<file path="src/rtl/seg_mux_decoder.sv">
// Receiver for the two-phase multiplexed 7-segment display bus: synchronizes, filters and decodes back to a 16-bit word.
// Optional SEGDEC_CHANGE_ONLY_EN: data_valid pulses only when a committed word differs from data_out (first commit always pulses).
module seg_mux_decoder #(
  parameter int unsigned STABLE_CYCLES  = 4,
  parameter int unsigned TIMEOUT_CYCLES = 1000000
) (
  input  logic        clk,
  input  logic        rst,
  input  logic [1:0]  seg_en,
  input  logic [6:0]  seg_ab,
  input  logic [6:0]  seg_cd,
  output logic [15:0] data_out,
  output logic        data_valid,
  output logic        decode_err,
  output logic        frame_err,
  output logic        signal_lost
);

  localparam int unsigned TW = $clog2(TIMEOUT_CYCLES + 1);

  typedef enum logic [1:0] {
    SEEK    = 2'd0,
    WAIT_LO = 2'd1,
    WAIT_HI = 2'd2
  } state_t;

  state_t      state;
  logic [15:0] sync1, sync2, sample_q;
  logic [7:0]  stab_cnt;
  logic        accept;
  logic [TW-1:0] to_cnt;
  logic [3:0]  dig_a, dig_c;
  logic [1:0]  ph_en;
  logic [4:0]  dec_ab, dec_cd;
  logic [15:0] new_word;
`ifdef SEGDEC_CHANGE_ONLY_EN
  logic        committed;
`endif

  // Returns {legal, digit}; segment order {g,f,e,d,c,b,a}
  function automatic logic [4:0] decode_glyph(input logic [6:0] seg);
    case (seg)
      7'h3F: decode_glyph = {1'b1, 4'h0};
      7'h06: decode_glyph = {1'b1, 4'h1};
      7'h5B: decode_glyph = {1'b1, 4'h2};
      7'h4F: decode_glyph = {1'b1, 4'h3};
      7'h66: decode_glyph = {1'b1, 4'h4};
      7'h6D: decode_glyph = {1'b1, 4'h5};
      7'h7D: decode_glyph = {1'b1, 4'h6};
      7'h07: decode_glyph = {1'b1, 4'h7};
      7'h7F: decode_glyph = {1'b1, 4'h8};
      7'h6F: decode_glyph = {1'b1, 4'h9};
      7'h77: decode_glyph = {1'b1, 4'hA};
      7'h7C: decode_glyph = {1'b1, 4'hB};
      7'h39: decode_glyph = {1'b1, 4'hC};
      7'h5E: decode_glyph = {1'b1, 4'hD};
      7'h79: decode_glyph = {1'b1, 4'hE};
      7'h71: decode_glyph = {1'b1, 4'hF};
      default: decode_glyph = 5'b0_0000;
    endcase
  endfunction

  always_ff @(posedge clk or negedge rst) begin
    if (!rst) begin
      sync1    <= '0;
      sync2    <= '0;
      sample_q <= '0;
      stab_cnt <= '0;
    end else begin
      sync1    <= {seg_en, seg_ab, seg_cd};
      sync2    <= sync1;
      sample_q <= sync2;
      // Saturating one past the accept value keeps accept a single pulse per stable sample
      if (sync2 != sample_q)
        stab_cnt <= '0;
      else if (stab_cnt != 8'(STABLE_CYCLES))
        stab_cnt <= stab_cnt + 8'd1;
    end
  end

  always_comb begin
    accept   = (stab_cnt == 8'(STABLE_CYCLES - 1));
    ph_en    = sample_q[15:14];
    dec_ab   = decode_glyph(sample_q[13:7]);
    dec_cd   = decode_glyph(sample_q[6:0]);
    new_word = {dig_a, dec_ab[3:0], dig_c, dec_cd[3:0]};
  end

  always_ff @(posedge clk or negedge rst) begin
    if (!rst) begin
      state      <= SEEK;
      dig_a      <= '0;
      dig_c      <= '0;
      data_out   <= '0;
      data_valid <= 1'b0;
      decode_err <= 1'b0;
      frame_err  <= 1'b0;
`ifdef SEGDEC_CHANGE_ONLY_EN
      committed  <= 1'b0;
`endif
    end else begin
      data_valid <= 1'b0;
      decode_err <= 1'b0;
      frame_err  <= 1'b0;
      if (accept) begin
        if (ph_en == 2'b01 || ph_en == 2'b10) begin
          frame_err <= 1'b1;
          state     <= SEEK;
        end else if (!(dec_ab[4] && dec_cd[4])) begin
          decode_err <= 1'b1;
          state      <= SEEK;
        end else if (ph_en == 2'b11) begin
          dig_a <= dec_ab[3:0];
          dig_c <= dec_cd[3:0];
          state <= WAIT_LO;
        end else if (state == WAIT_LO) begin
          data_out <= new_word;
          state    <= WAIT_HI;
`ifdef SEGDEC_CHANGE_ONLY_EN
          data_valid <= !committed || (new_word != data_out);
          committed  <= 1'b1;
`else
          data_valid <= 1'b1;
`endif
        end
      end
    end
  end

  always_ff @(posedge clk or negedge rst) begin
    if (!rst)
      to_cnt <= '0;
    else if (accept)
      to_cnt <= '0;
    else if (to_cnt != TW'(TIMEOUT_CYCLES))
      to_cnt <= to_cnt + 1'b1;
  end

  assign signal_lost = (to_cnt == TW'(TIMEOUT_CYCLES));

endmodule

</file>
<file path="config.mk">
export PLATFORM = sky130hd
export DESIGN_NAME = seg_mux_decoder
export DESIGN_NICKNAME = d
export VERILOG_FILES = /design/src/rtl/seg_mux_decoder.sv
export SDC_FILE = /design/constraint.sdc
export NUM_CORES = 1
export LEC_CHECK = 0
export ABC_AREA = 1
export BUFFER_PORTS_ARGS = -buffer_cell sky130_fd_sc_hd__clkbuf_2
export CAP_MARGIN = 20
export CORE_UTILIZATION = 25
export CTS_CLUSTER_DIAMETER = 60
export DETAILED_ROUTE_END_ITERATION = 6
export PLACE_DENSITY = 0.44
export SLEW_MARGIN = 5
export SYNTH_ARGS = -nofsm -noshare
export SYNTH_HDL_FRONTEND = slang
export SYNTH_SLANG_ARGS = --single-unit
</file>
<file path="constraint.sdc">
create_clock -name clk -period 2.8 [get_ports clk]
set_clock_uncertainty 0.15 [all_clocks]
set_input_delay 0.56 -clock clk [delete_from_list [all_inputs] [get_ports clk]]
set_output_delay 0.56 -clock clk [all_outputs]
set_load 0.03 [all_outputs]
</file>
# ---- Yosys cells after proc, flatten, opt, wreduce, memory -nomap -nowiden
# Index checks and enable logic that the tools add are counted.
dict set report word_totals {
  register_bits 105
  input_bits 18
  out_inout_bits 20
  wordCells 85
}
dict set report classes {
  addsub 2
  eq_ne 42
  mux 20
  bitwise 2
  reduce_logical 7
}
# op n
set ops {}
lappend ops {{$eq 7x7->1 const B} 24}
lappend ops {{$pmux 5 s16} 2}
lappend ops {{$mux 20} 2}
lappend ops {{$eq 7x3->1 const B} 4}
lappend ops {{$eq 7x6->1 const B} 4}
lappend ops {{$add 20x1->20 const B} 1}
lappend ops {{$eq 20x20->1 const B} 1}
lappend ops {{$ne 20x20->1 const B} 1}
lappend ops {{$mux 8} 2}
lappend ops {{$ne 16x16->1} 1}
lappend ops {{$mux 1} 10}
lappend ops {{$add 8x1->8 const B} 1}
lappend ops {{$eq 8x2->1 const B} 1}
lappend ops {{$mux 2} 4}
lappend ops {{$ne 8x3->1 const B} 1}
lappend ops {{$reduce_and 5->1} 1}
lappend ops {{$eq 2x1->1 const B} 2}
lappend ops {{$eq 2x2->1 const B} 2}
lappend ops {{$ne 4x2->1 const B} 1}
lappend ops {{$reduce_and 4->1} 1}
lappend ops {{$reduce_bool 2->1} 2}
lappend ops {{$not 1->1} 2}
lappend ops {{$reduce_and 2->1} 1}
lappend ops {{$logic_and 1x1->1} 1}
lappend ops {{$logic_or 1x1->1} 1}

# ---- Longest topological paths before layout
dict set report logic_depth {
  word_depth 6
  mapped_depth 13
  ltp_nobuf 12
}

# ---- Least setup slack after synthesis
# Ideal clock, no wire load.
dict set report synth_timing {
  path_kind {flip-flop to output port}
  from {reg to_cnt[0]}
  to {out signal_lost}
  arrival_time_ps 1382
  required_time_ps 2090
  setup_slack_ps 708
  stages_incl_launch_ff 6
  path_buffers 0
  cell_sequence {dfrtp_1 -> inv_1 -> ha_1 -> and3_1 -> nand4_1 -> nor2_1}
}
dict set report synth_via {
  elab_chain_len 1
}
# item line_no
set synth_rtl {}
lappend synth_rtl {{start, declared} 31} ;# logic [TW-1:0] to_cnt;
lappend synth_rtl {{start signal, assigned} 136} ;# to_cnt <= to_cnt + 1'b1;
lappend synth_rtl {{$eq 20x20->1} 139} ;# assign signal_lost = (to_cnt == TW'(TIMEOUT_CYCLES));
lappend synth_rtl {{end, declared} 16} ;# output logic signal_lost
# Every way passes these cells.

# ---- Worst setup path in the final report
# Same ends and word-level chain as after synthesis.

==> impl_metrics.json <==
{
  "status": "finished, violations left",
  "failed_checks": "DRC",
  "hold_path_end": "sync1[3]",
  "fin_cells": 798,
  "cts_hold_buf": 1,
  "p_leak_uw": 0.00268,
  "avgViaCountPerCell": 4.34,
  "start_util": 0.257,
  "first_pass_iters": 7,
  "cts_made_buffers": 9,
  "first_iter_violations": 212,
  "synth_edf_count": 0,
  "slowest_delay_ns": 0.40,
  "async_reset_ff_frac": 1.00,
  "drive_gt1_frac": 0.149,
  "rr_endpoint": "data_out[3]",
  "yosys-top-cells-count": "nand2_1, dfrtp_1, nor2_1, inv_1, nand3_1",
  "cts_max_level": 3,
  "min_from": "seg_cd[3]",
  "dp_hpwl_um": 6880,
  "grt_pass1_vias": 3654,
  "setup_viol": 0,
  "cts.sinks": 105,
  "area_growth_syn_to_layout_pct": 17.0,
  "clock_latency_ns": 0.35,
  "slew_headroom": 0.711,
  "ir_worst_vdd_uv": 296,
  "fin_tns_setup_ns": 0,
  "netlist-cell-type-count": 33,
  "die_w_um": 139,
  "rows": 49,
  "wire_per_inst_um": 11.9,
  "finalWirelength_um": 9540,
  "crit_fanout": 4,
  "rsz0062_at_grt": "false",
  "synth_area_leaders": "dfrtp_1, nand2_1, nor2_1, inv_1, nand3_1",
  "r2r-start": "sample_q[3]",
  "reg2reg_slack_ns": 0.64,
  "ctsLongestPathBuffers": 2,
  "syn_avg_cell_area_um2": 8.95,
  "netlist_instances": 522,
  "die-area_um2": 19200,
  "place_congestion": 0.896,
  "synth_top_area_frac": 0.563,
  "crit_required_ns": 2.09,
  "core_um2": 18100,
  "holdWs_ns": 0.159,
  "hold_viol_final": 0,
  "track_usage": 0.110,
  "holdPathStages": 1,
  "antenna_found_initial": 0,
  "tightest_slew_ns": 0.433,
  "power_density_nw_per_um2": 572,
  "port_buffers": 37,
  "clk_transition_reported_paths_ns": 0.07,
  "ys_warn_count": 0,
  "min_period_ns": 2.53,
  "cp.arrival_ns": 1.82,
  "clock-root-buffer": "clkbuf_16",
  "period_share": 0.905,
  "yosysTopAreaCell": "dfrtp_1",
  "postLayoutCoreUtil": 0.301,
  "endpoint_kind": "output pin",
  "rr_worst_depth": 12,
  "io_pins": 38,
  "cp_cell_sequence": "inv_1 > ha_1 > and3_1 > nand4_1 > nor2_1 > clkbuf_2",
  "place_ws_ns": 0.654,
  "nNetsFinal": 589,
  "via_count": 3463,
  "hold_class": "in -> reg",
  "post_cts_buffers": 0,
  "critPathSlowestCell": "dfrtp_1",
  "slew_violations": 0,
  "ant_nets": 0,
  "synth_nets": 546,
  "drc": 4,
  "setup_ws_ns": 0.267,
  "grt_max_degree": 51,
  "synth-seq-cells": 105,
  "drv_cap": 0,
  "synth_flop_cell": "dfrtp_1",
  "n_fill_cell": 1887,
  "grt_pass1_wl_um": 16800,
  "dp_cells": 782,
  "die_height_um": 139,
  "syn_area_um2": 4670,
  "grt-ovfl-total": 0,
  "crit_type": "reg -> out",
  "synth.most_common_cell": "nand2_1",
  "diodes": 0,
  "start_kind": "flop",
  "ctsResizeCount": 0,
  "clock.fmax_mhz": 395,
  "yosysSeqAreaShare": 0.563,
  "cts_tree": "done"
}
[kinds of logic after synthesis]
logic type,count (synthesis),synth area share
AND/OR/NAND/NOR,288,0.284
flip-flops,105,0.563
XOR/XNOR,15,0.0281
multiplexers,1,0.00214
AO/OA/AOI/OAI,45,0.0517
buffers and inverters,62,0.0555
adder cells (fa/ha/maj),6,0.0161
[where the power goes]
group | internal, µW | switching [µW]
clock network | 865 | 553
registers | 1550 | 28.9
logic | 43.7 | 81.5
[state kept, by name (all words and copies together) (netlist names), 2 cells and up]
register  count
dig_a         4
sync1        16
data_out     16
to_cnt       20
sample_q     16
sync2        16
stab_cnt      8
state         2
dig_c         4
[worst max path at each step]
stage	slack (ns)	from	end	depth (start not counted)
after detailed placement	0.65	sample_q[13]	data_out[3]	11
after floorplan	0.71	to_cnt[0]	signal_lost	5
after global routing	0.15	to_cnt[0]	signal_lost	6
after global placement	0.67	to_cnt[0]	signal_lost	6
after CTS	0.27	to_cnt[0]	signal_lost	6
final	0.27	to_cnt[0]	signal_lost	6
[cell type report]
class / count / area [µm²] / area share
Timing Repair Buffer: 41 / 233 / 0.0426
Sequential cell: 105 / 2630 / 0.481
Multi-Input combinational cell: 355 / 1780 / 0.326
Clock inverter: 6 / 108 / 0.0197
Clock buffer: 9 / 225 / 0.0412
Tap cell: 229 / 287 / 0.0524
Inverter: 53 / 201 / 0.0369
[metal layers]
layer	wire [µm]	global-route usage	share of wire	vias to the layer above
met3	258	0.0311	0.027	12
met2	4390	0.174	0.46	51
met5	0	0	0	-
met1	4730	0.137	0.50	1632
li1	-	-	-	1768
met4	159	0.0573	0.017	0
[cells in the final DEF, fill, tap and decap left out, types with 4 or more instances in the layout]
master	n
a21oi_1	20
nor2_2	5
xnor2_1	4
nor3_1	20
xor2_1	11
nand2_2	6
nand4_1	16
nand3b_1	5
o21ai_0	14
clkbuf_16	9
clkbuf_2	36
ha_1	6
nand3_2	7
inv_1	48
nand3_1	32
inv_2	4
dfrtp_1	105
nand2_1	130
nor2_1	57
o21ai_1	4
[critical path: cells and delay by family, from the launching register on]
kind	cells	cell delay, ns
adder cells (fa/ha/maj)	1	0.16
buffers and inverters	2	0.41
flip-flops	1	0.40
AND/OR/NAND/NOR	3	0.51
[per-stage QoR]
| step | cell area [µm²] | total power (µW) |
|---|---|---|
| CTS | 5470 | 3200 |
| finish | 5470 | 3120 |
| detailed placement | 5120 | 1740 |
| floorplan | 4670 | 1670 |
| global route | 5470 | 3270 |
| global placement | 5120 | 1740 |
(Power assumes the default switching activity.)
